--- src/rtl/spike_count_classifier_if.sv ---
// Spike-count classifier bus: AER spike input, step pulses and the classification result.
// Defining SPIKE_CLASSIFIER_MARGIN_EN adds the result_margin signal.
interface spike_count_classifier_if #(
    parameter int CNT_W = 8
);
    logic             spike_in;
    logic [5:0]       spike_AER;
    logic             current_step_finished;
    logic             result_valid;
    logic [5:0]       result_class;
    logic [CNT_W-1:0] result_count;
    logic             busy;
    logic             spike_dropped;
`ifdef SPIKE_CLASSIFIER_MARGIN_EN
    logic [CNT_W-1:0] result_margin;
`endif

    // Master is the spike-generation side, slave is the classifier.
    modport master (
        output spike_in, spike_AER, current_step_finished,
        input  result_valid, result_class, result_count, busy, spike_dropped
`ifdef SPIKE_CLASSIFIER_MARGIN_EN
        , input result_margin
`endif
    );

    modport slave (
        input  spike_in, spike_AER, current_step_finished,
        output result_valid, result_class, result_count, busy, spike_dropped
`ifdef SPIKE_CLASSIFIER_MARGIN_EN
        , output result_margin
`endif
    );
endinterface

--- src/rtl/spike_count_classifier.sv ---
// Per-neuron spike counting over NUM_STEPS timesteps, followed by an argmax scan and a result pulse.
// Optional macro SPIKE_CLASSIFIER_MARGIN_EN adds a best-minus-second-best margin output.
module spike_count_classifier #(
    parameter int NUM_NEURONS = 40,
    parameter int NUM_STEPS   = 200,
    parameter int CNT_W       = 8,
    parameter int STEP_W      = 8
) (
    input  logic                     clk,
    input  logic                     rst,
    spike_count_classifier_if.slave  bus
);
    localparam logic [1:0] ST_ACCUM  = 2'd0;
    localparam logic [1:0] ST_SCAN   = 2'd1;
    localparam logic [1:0] ST_REPORT = 2'd2;

    logic [1:0]        state_q, state_d;
    logic [STEP_W-1:0] step_q, step_d;
    logic [5:0]        idx_q, idx_d;
    logic [CNT_W-1:0]  best_cnt_q, best_cnt_d;
    logic [5:0]        best_idx_q, best_idx_d;
    logic              result_valid_q, result_valid_d;
    logic [5:0]        result_class_q, result_class_d;
    logic [CNT_W-1:0]  result_count_q, result_count_d;
    logic              busy_q, busy_d;
    logic              spike_dropped_q, spike_dropped_d;
`ifdef SPIKE_CLASSIFIER_MARGIN_EN
    logic [CNT_W-1:0]  second_q, second_d;
    logic [CNT_W-1:0]  result_margin_q, result_margin_d;
`endif

    logic                   in_accum;
    logic                   spike_ok;
    logic                   clear_all;
    logic [CNT_W-1:0]       scan_val;
    logic [CNT_W-1:0]       cnt_view [NUM_NEURONS];

    assign in_accum = (state_q == ST_ACCUM);
    // Out-of-range addresses are silently ignored, unlike spikes lost while busy.
    assign spike_ok = in_accum && bus.spike_in && ({1'b0, bus.spike_AER} < 7'(NUM_NEURONS));
    assign scan_val = cnt_view[idx_q];

    genvar gi;
    generate
        for (gi = 0; gi < NUM_NEURONS; gi++) begin : g_cnt
            logic [CNT_W-1:0] cnt_q;
            logic             hit;

            assign hit          = spike_ok && (bus.spike_AER == 6'(gi));
            assign cnt_view[gi] = cnt_q;

            always_ff @(posedge clk) begin
                if (rst || clear_all) begin
                    cnt_q <= '0;
                end else if (hit && (cnt_q != {CNT_W{1'b1}})) begin
                    cnt_q <= cnt_q + 1'b1;
                end
            end
        end
    endgenerate

    always_comb begin
        state_d         = state_q;
        step_d          = step_q;
        idx_d           = idx_q;
        best_cnt_d      = best_cnt_q;
        best_idx_d      = best_idx_q;
        result_valid_d  = 1'b0;
        result_class_d  = result_class_q;
        result_count_d  = result_count_q;
        clear_all       = 1'b0;
`ifdef SPIKE_CLASSIFIER_MARGIN_EN
        second_d        = second_q;
        result_margin_d = result_margin_q;
`endif
        spike_dropped_d = spike_dropped_q ||
                          (!in_accum && (bus.spike_in || bus.current_step_finished));

        case (state_q)
            ST_ACCUM: begin
                if (bus.current_step_finished) begin
                    if (step_q == STEP_W'(NUM_STEPS - 1)) begin
                        step_d     = '0;
                        idx_d      = '0;
                        best_cnt_d = '0;
                        best_idx_d = '0;
`ifdef SPIKE_CLASSIFIER_MARGIN_EN
                        second_d   = '0;
`endif
                        state_d    = ST_SCAN;
                    end else begin
                        step_d = step_q + 1'b1;
                    end
                end
            end
            ST_SCAN: begin
                // Strict compare keeps the lowest index on ties.
                if (scan_val > best_cnt_q) begin
                    best_cnt_d = scan_val;
                    best_idx_d = idx_q;
`ifdef SPIKE_CLASSIFIER_MARGIN_EN
                    second_d   = best_cnt_q;
                end else if (scan_val > second_q) begin
                    second_d   = scan_val;
`endif
                end
                if (idx_q == 6'(NUM_NEURONS - 1)) begin
                    state_d = ST_REPORT;
                end else begin
                    idx_d = idx_q + 1'b1;
                end
            end
            ST_REPORT: begin
                result_valid_d  = 1'b1;
                result_class_d  = best_idx_q;
                result_count_d  = best_cnt_q;
`ifdef SPIKE_CLASSIFIER_MARGIN_EN
                result_margin_d = best_cnt_q - second_q;
`endif
                clear_all       = 1'b1;
                state_d         = ST_ACCUM;
            end
            default: begin
                state_d = ST_ACCUM;
            end
        endcase

        busy_d = (state_d != ST_ACCUM);
    end

    always_ff @(posedge clk) begin
        if (rst) begin
            state_q         <= ST_ACCUM;
            step_q          <= '0;
            idx_q           <= '0;
            best_cnt_q      <= '0;
            best_idx_q      <= '0;
            result_valid_q  <= 1'b0;
            result_class_q  <= '0;
            result_count_q  <= '0;
            busy_q          <= 1'b0;
            spike_dropped_q <= 1'b0;
`ifdef SPIKE_CLASSIFIER_MARGIN_EN
            second_q        <= '0;
            result_margin_q <= '0;
`endif
        end else begin
            state_q         <= state_d;
            step_q          <= step_d;
            idx_q           <= idx_d;
            best_cnt_q      <= best_cnt_d;
            best_idx_q      <= best_idx_d;
            result_valid_q  <= result_valid_d;
            result_class_q  <= result_class_d;
            result_count_q  <= result_count_d;
            busy_q          <= busy_d;
            spike_dropped_q <= spike_dropped_d;
`ifdef SPIKE_CLASSIFIER_MARGIN_EN
            second_q        <= second_d;
            result_margin_q <= result_margin_d;
`endif
        end
    end

    assign bus.result_valid  = result_valid_q;
    assign bus.result_class  = result_class_q;
    assign bus.result_count  = result_count_q;
    assign bus.busy          = busy_q;
    assign bus.spike_dropped = spike_dropped_q;
`ifdef SPIKE_CLASSIFIER_MARGIN_EN
    assign bus.result_margin = result_margin_q;
`endif
endmodule

--- src/flat_wrapper.sv ---
// flat-port wrapper written by rule: the top's interface ports become plain ports
module spike_count_classifier_flat 
#(
    parameter int NUM_NEURONS = 40,
    parameter int NUM_STEPS   = 200,
    parameter int CNT_W       = 8,
    parameter int STEP_W      = 8
)
  (clk, rst, bus_spike_in, bus_spike_AER, bus_current_step_finished, bus_result_valid, bus_result_class, bus_result_count, bus_busy, bus_spike_dropped);
  spike_count_classifier_if #(.CNT_W(CNT_W)) bus_i ();
  input  logic clk;
  input  logic rst;
  input wire logic [$bits(bus_i.spike_in)-1:0] bus_spike_in;
  input wire logic [$bits(bus_i.spike_AER)-1:0] bus_spike_AER;
  input wire logic [$bits(bus_i.current_step_finished)-1:0] bus_current_step_finished;
  output wire logic [$bits(bus_i.result_valid)-1:0] bus_result_valid;
  output wire logic [$bits(bus_i.result_class)-1:0] bus_result_class;
  output wire logic [$bits(bus_i.result_count)-1:0] bus_result_count;
  output wire logic [$bits(bus_i.busy)-1:0] bus_busy;
  output wire logic [$bits(bus_i.spike_dropped)-1:0] bus_spike_dropped;
  assign bus_i.spike_in = bus_spike_in;
  assign bus_i.spike_AER = bus_spike_AER;
  assign bus_i.current_step_finished = bus_current_step_finished;
  assign bus_result_valid = bus_i.result_valid;
  assign bus_result_class = bus_i.result_class;
  assign bus_result_count = bus_i.result_count;
  assign bus_busy = bus_i.busy;
  assign bus_spike_dropped = bus_i.spike_dropped;
  spike_count_classifier #(.NUM_NEURONS(NUM_NEURONS), .NUM_STEPS(NUM_STEPS), .CNT_W(CNT_W), .STEP_W(STEP_W)) u_core (.clk(clk), .rst(rst), .bus(bus_i));
endmodule
--- config.mk ---
export PLATFORM = sky130hd
export DESIGN_NAME = spike_count_classifier_flat
export DESIGN_NICKNAME = d
export VERILOG_FILES = /design/src/rtl/spike_count_classifier_if.sv /design/src/rtl/spike_count_classifier.sv /design/src/flat_wrapper.sv
export SDC_FILE = /design/constraint.sdc
export NUM_CORES = 1
export LEC_CHECK = 0
export CAP_MARGIN = 20
export CORE_MARGIN = 2
export CORE_UTILIZATION = 42
export CTS_CLUSTER_SIZE = 24
export DETAILED_ROUTE_END_ITERATION = 16
export GPL_TIMING_DRIVEN = 0
export HOLD_SLACK_MARGIN = 0.03
export PLACE_DENSITY_LB_ADDON = 0.05
export RECOVER_POWER = 25
export SLEW_MARGIN = 20
export SYNTH_ARGS = -nofsm -noshare
export SYNTH_HDL_FRONTEND = slang
export SYNTH_SLANG_ARGS = --single-unit
--- constraint.sdc ---
create_clock -name clk -period 3.8 [get_ports clk]
set_input_delay 0.76 -clock clk [delete_from_list [all_inputs] [get_ports clk]]
set_output_delay 0.76 -clock clk [all_outputs]
set_load 0.005 [all_outputs]
## After elaboration in Yosys (flattened, before gate mapping)

Index checks and enable logic that the tools add are counted.

| cells by class | value |
|---|---|
| add/sub/neg operators | 42 |
| multiply operators | 0 |
| divide/modulo/power cells | 0 |
| $lt $le $gt $ge | 3 |
| eq/ne operators | 87 |
| shift-type cells | 0 |
| multiplexer cells | 19 |
| bitwise logic cells | 1 |
| reduce and logical (&&, ||, !) cells | 94 |

Operator list:

| cell | number |
|---|---|
| adder 8 x 1 -> 8 bit, second input constant | 41 |
| != test 8 bit, second input constant | 40 |
| equality test 6 x 5 -> 1 bit, second input constant | 16 |
| logical AND 1 bit | 83 |
| equality test 6 bit, second input constant | 9 |
| binary-select mux 8 bit (select 6 bit) | 1 |
| equality test 6 x 4 -> 1 bit, second input constant | 8 |
| 2-to-1 mux 8 bit | 6 |
| equality test 6 x 3 -> 1 bit, second input constant | 4 |
| 2-to-1 mux 6 bit | 4 |
| case mux 6 bit (2 select lines) | 2 |
| case mux 8 bit (2 select lines) | 1 |
| equality test 6 x 2 -> 1 bit, second input constant | 2 |
| equality test 8 bit, second input constant | 1 |
| > comparator 8 bit | 1 |
| AND reduction 4 bit | 2 |
| >= comparator 7 bit, second input constant | 1 |
| inverter 6 -> 7 bit | 1 |
| adder 6 x 1 -> 6 bit, second input constant | 1 |
| equality test 6 x 1 -> 1 bit, second input constant | 1 |
| logical NOT 6 bit | 1 |
| less-than comparator 6 bit, second input constant | 1 |
| 2-to-1 mux 2 bit | 3 |
| != test 2 bit, second input constant | 3 |
| other kinds (10) | 13 |

| word-level totals | value |
|---|---|
| register bits | 367 |
| bits in latches | 0 |
| bits in writable memories | 0 |
| bits in read-only memories | 0 |
| input bits | 10 |
| output and inout port bits | 17 |
| memories | 0 |

## Longest topological paths before layout

| depth | value |
|---|---|
| depth in word-level cells | 7 |
| depth in mapped cells | 14 |

## Worst setup path before layout

No wires, ideal clock.

| path | value |
|---|---|
| kind | flip-flop to flip-flop |
| start | register u_core.idx_q[1] |
| end | register u_core.best_cnt_q[0] |
| library setup time | 0.093 ns |
| data arrival time | 3.477 ns |
| slack | 0.230 ns |
| cell stages (with the launch flop) | 15 |
| period minus slack after synthesis | 3.570 ns |
| cell sequence | dfxtp_1 clkbuf_1 buf_2 buf_2 clkbuf_1 mux4_2 a22oi_1 a21boi_1 inv_1 ha_1 nor2b_1 o211a_1 o21ai_1 nand2_1 o32ai_1 |

| on the way | value |
|---|---|
| word-level cells in the longest chain between the ends | 7 |
| elaborated cells on any way between the ends | 9 |

Ends and longest elaborated chain:

| what | RTL line | RTL |
|---|---|---|
| start, declared | spike_count_classifier.sv:19 | `logic [5:0] idx_q, idx_d;` |
| start signal, assigned | spike_count_classifier.sv:150 | `idx_q <= idx_d;` |
| inverter 6 -> 7 bit (not written as such) (*) | spike_count_classifier.sv:41 | `assign scan_val = cnt_view[idx_q];` |
| binary-select mux 8 bit (select 6 bit) (*) | spike_count_classifier.sv:41 |  |
| 2-to-1 mux 8 bit (not written as such) (*) (2 in a row) | spike_count_classifier.sv:41 |  |
| > comparator 8 bit | spike_count_classifier.sv:98 | `if (scan_val > best_cnt_q) begin` |
| != test 2 x 1 -> 1 bit (no line) | - |  |
| AND reduction 4 bit (no line) | - |  |
| end signal, assigned | spike_count_classifier.sv:151 | `best_cnt_q <= best_cnt_d;` |
| end, declared | spike_count_classifier.sv:20 | `logic [CNT_W-1:0] best_cnt_q, best_cnt_d;` |

Mark *: on every way between the ends. The rest lies on a longest branch, timed or not. The select of a mux whose other input is x is not followed.
A chain may end at the register's enable or synchronous reset.

## Final worst setup path

| path | value |
|---|---|
| start | register u_core.idx_q[2] |
| end | register u_core.best_cnt_q[6] |

Same word-level chain as after synthesis.

==> key figures <==
Worst hold path
  • Worst hold path depth: 2
  • HP Start: u_core.bus.spike_dropped
  • Hold Path End: u_core.bus.spike_dropped
  • Worst Hold Class: reg2reg

Routing
  • Met2 routed WL: around 27000 um
  • Number of DRC markers in iteration 0: roughly 1.4k
  • Final ANT Viol Nets: 0
  • Wirelength, routed: 60790 um
  • Drt wl/cell: roughly 21 um
  • Initial DRT Pass Iterations: 5
  • DRC errors left: 0
  • Drt via density: roughly 5.8
  • Highest routed layer: met4
  • Routed wl met3: ~3400 um
  • WL met1: about 28000 um
  • Via count: roughly 16k

Synthesis
  • Netlist cell types: 64
  • Yosys warns: 0
  • Yosys reg bits: approximately 370
  • Synthesized area: slightly below 20000 sq um
  • Seq/Total Area, Yosys: 0.3810
  • Synth Instances: 2144
  • EDFF count, synth: 0
  • FFs w/ async S/R, synth: 0
  • Post-synth net total: between 2k and 2.5k
  • Avg Inst Size Synth: roughly 9.0 sq um
  • Prevailing post-synth register cell: dfxtp_1

Worst setup path
  • CP max stage delay: 0.48 ns
  • WS Path Type: reg2reg
  • Crit path max fanout: 10
  • Worst r2r src: u_core.idx_q[2]
  • CP startpoint kind: flip-flop
  • Largest delay contributor family on the critical path: compound AO/OA/AOI/OAI gates
  • CP cell instances: clkbuf_4 -> mux2_2 -> a221oi_1 -> nand3_1 -> a21boi_2 -> inv_1 -> ha_1 -> nand4_1 -> nor3b_4 -> o21ai_4 -> a21o_2 -> o32ai_1
  • Flop-to-flop setup slack: approximately 0.15 ns
  • R2R depth: 12
  • Reg2reg end: u_core.best_cnt_q[6]
  • Arr. time, crit path: between 4 and 5 ns
  • Setup crit end kind: flip-flop
  • Slowest CP cell: a221oi_1
  • CP Data Required Time: 4.29 ns
  • Worst Path Buf+Inv: 2

Cells and area
  • Fin nets: around 2.3k
  • Final instance area: 22250 sq um
  • Share of layout cells above drive strength 1: 0.1123
  • ANT cells: 0
  • P&R area growth vs syn: 15.40%

Global routing
  • Tot GR Track Use: 0.2578
  • Pin count of the biggest net entering global routing: 13
  • Initial antenna violation count: 0
  • Grt total ovfl: 0
  • Global-route wire length before repair: between 90000 and 100000 um
  • Vias in the first global route: 15.61k

Clocking
  • H-tree depth: 2
  • CTS tree: built
  • Number of clock sinks: 367
  • Clock transition at path regs: roughly 0.06 ns
  • Clk root buf: clkbuf_16
  • Num CTS Buffers: between 40 and 50
  • Worst-skew pair later-pin latency: slightly below 0.6 ns
  • CTS Buffer Depth: 3
  • Hold Buf Count CTS: 0

Power
  • Clock power frac: 0.543
  • Sw frac: 0.2214
  • Share of power burned in registers: 0.432
  • Cell Pwr Density: between 400 and 500 nW/um^2
  • Leak Pwr: 7.149 nW
  • Worst vdd ir: 0.3468 mV
  • NetSw: roughly 2 mW
  • Total power: 8.938 mW
  • Internal power: approximately 7.0 mW
  • Gate power share: 0.025

Floorplan
  • Cell Rows: between 70 and 80
  • Die H: between 200 and 250 um
  • Die footprint: between 40000 and 50000 sq um
  • Core footprint: about 45000 sq um
  • Starting density of the core: 0.4249
  • # IOs: 27
  • Die Span X: about 220 um

Timing
  • RSZ-0062 raised after global routing: false
  • Clock Skew: about 0.025 ns
  • Setup TNS: 0 ns
  • Tightest Pin Transition: 1.384 ns
  • Fin crit share: 0.9617
  • Slew margin rel.: 0.06900
  • Setup violators final: 0
  • FMAX: roughly 270 MHz
  • WHS: ~0.47 ns
  • Slew Limit Fails: 0
  • Period minus WS final: ~3.7 ns
  • Final hold vios: 0

Place
  • Cell Area, Placed: 20320 sq um
  • Final HPWL DP: between 40000 and 50000 um
  • Routability cong.: 0.9301
  • PortBufs: 23

Outcome
  • Status: finished clean

Run
  • MaxCap Viol Count: 0
cells in the mapped netlist (all sizes together) (3+ instances only):
cell type,instances,area [sq um]
a22o,15,131.4
buf,29,136.4
and2,5,31.28
nand4,53,331.6
and4b,3,30.03
xnor2,194,1699
ha,50,625.6
nor4bb,5,50.05
nand3b,10,75.07
o21ai,64,320.3
o2111ai,17,148.9
a211oi,21,157.7
dfxtp,367,7347
inv,53,198.9
o22ai,6,37.54
o211a,8,80.08
a22oi,16,120.1
o32ai,8,70.07
nand2,122,457.9
clkbuf,64,240.2
nand2b,6,37.54
a221oi,10,87.58
a21oi,66,330.3
a311oi,3,26.28
and4,4,35.03
nor3b,24,180.2
mux2,16,180.2
nor2b,8,50.05
mux2i,31,310.3
mux4,72,1622
nand3,167,835.8
nor4b,22,230.2
nor3,117,590.6
nor4,59,432.9
xor2,37,324.1
nor2,315,1182
or3,34,212.7
or4,4,30.03
a21boi,7,52.55
a31oi,3,18.77
and3,11,68.82
layout by cell type (no fill, tap or decap), types with 18 or more instances in the layout:
cell type and n:
dfxtp_1 366, nor2_1 315, xnor2_1 194, nand3_1 166, nand2_1 121, nor3_1 115
mux4_2 72, a21oi_1 66, clkbuf_1 56, nor4_1 55, inv_1 53, nand4_1 53
ha_1 50, o21ai_1 45, clkbuf_16 45, xor2_1 37, or3_1 34, mux2i_1 27
nor3b_1 22, a211oi_1 20, dlygate4sd3_1 20, o21ai_0 18
stage by stage:
stage | std cells | utilization | setup slack [ns]
after floorplan | 2144 | - | 0.2300
after global placement | 2767 | 0.4465 | -1.195
after detailed placement | 2770 | 0.4478 | -1.183
after CTS | 2853 | 0.4879 | 0.01494
after global routing | 2853 | 0.4904 | 0.001766
final | 2853 | 0.4904 | 0.1455
worst reg2reg max path: stages (launching register included):
cell	delay, ns
dfxtp_2	0.46
clkbuf_4	0.34
mux2_2	0.38
a221oi_1	0.48
nand3_1	0.28
a21boi_2	0.25
inv_1	0.06
ha_1	0.30
nand4_1	0.13
nor3b_4	0.28
o21ai_4	0.14
a21o_2	0.30
o32ai_1	0.15
metal layers:
| layer | GRT usage | vias up |
|---|---|---|
| li1 | - | 7970 |
| met1 | 0.3565 | 7971 |
| met2 | 0.4090 | 438 |
| met3 | 0.04440 | 113 |
| met4 | 0.08209 | 0 |
| met5 | 0 | - |
power by group through the flow:
stage               combinational, mW  clock (mW)  sequential, mW
floorplan                       0.115           0            3.94
global placement                0.224           0            3.94
detailed placement              0.230           0            3.94
CTS                             0.230        4.94            3.86
global route                    0.241        5.11            3.86
finish                          0.227        4.85            3.86
cell families after synthesis:
| kind of cell | after synthesis | share of synthesized area |
|---|---|---|
| adders and majority gates | 50 | 0.03244 |
| DFF | 367 | 0.3810 |
| muxes | 119 | 0.1095 |
| and+or+nand+nor | 976 | 0.2555 |
| AOI/OAI and AO/OA | 255 | 0.08669 |
| buffers and inverters | 146 | 0.02985 |
| xor gates and xnor gates | 231 | 0.1049 |
how the worst max path moves through the flow:
stage               slack (ns)  cells after the start              from                        end
floorplan                 0.23                     14   u_core.idx_q[1]       u_core.best_cnt_q[0]
global placement         -1.19                      6  bus_spike_AER[0]  u_core.g_cnt[20].cnt_q[3]
detailed placement       -1.18                     13   u_core.idx_q[0]       u_core.best_cnt_q[6]
CTS                       0.01                      7  bus_spike_AER[0]  u_core.g_cnt[25].cnt_q[3]
global route             0.002                     14   u_core.idx_q[1]       u_core.best_cnt_q[3]
finish                    0.15                     12   u_core.idx_q[2]       u_core.best_cnt_q[6]
state kept, by name (all words and copies together) (netlist names), 2 cells and up:
signal and count:
u_core.best_idx_q 6, u_core.bus.result_count 8, u_core.step_q 8, u_core.best_cnt_q 8
u_core.idx_q 6, u_core.g_cnt.cnt_q 320, u_core.bus.result_class 6, u_core.state_q 2
repair_timing:
item,CTS,global route
setup endpoints to repair,14,19
pin swaps,1,4
gates resized for setup,46,46
buffers inserted,2,0
layout make-up:
type                       count  area [sq um]
buffer                        92         488.0
clock buffer                  60          1292
clock inverter                22         374.1
fill                        4369         23130
inverter                      53         198.9
multi-input combinational   1631         11540
sequential                   367          7348
tap                          600         750.7
timing repair buffer          28         261.5
No activity file was read; power rests on OpenSTA's default activity.
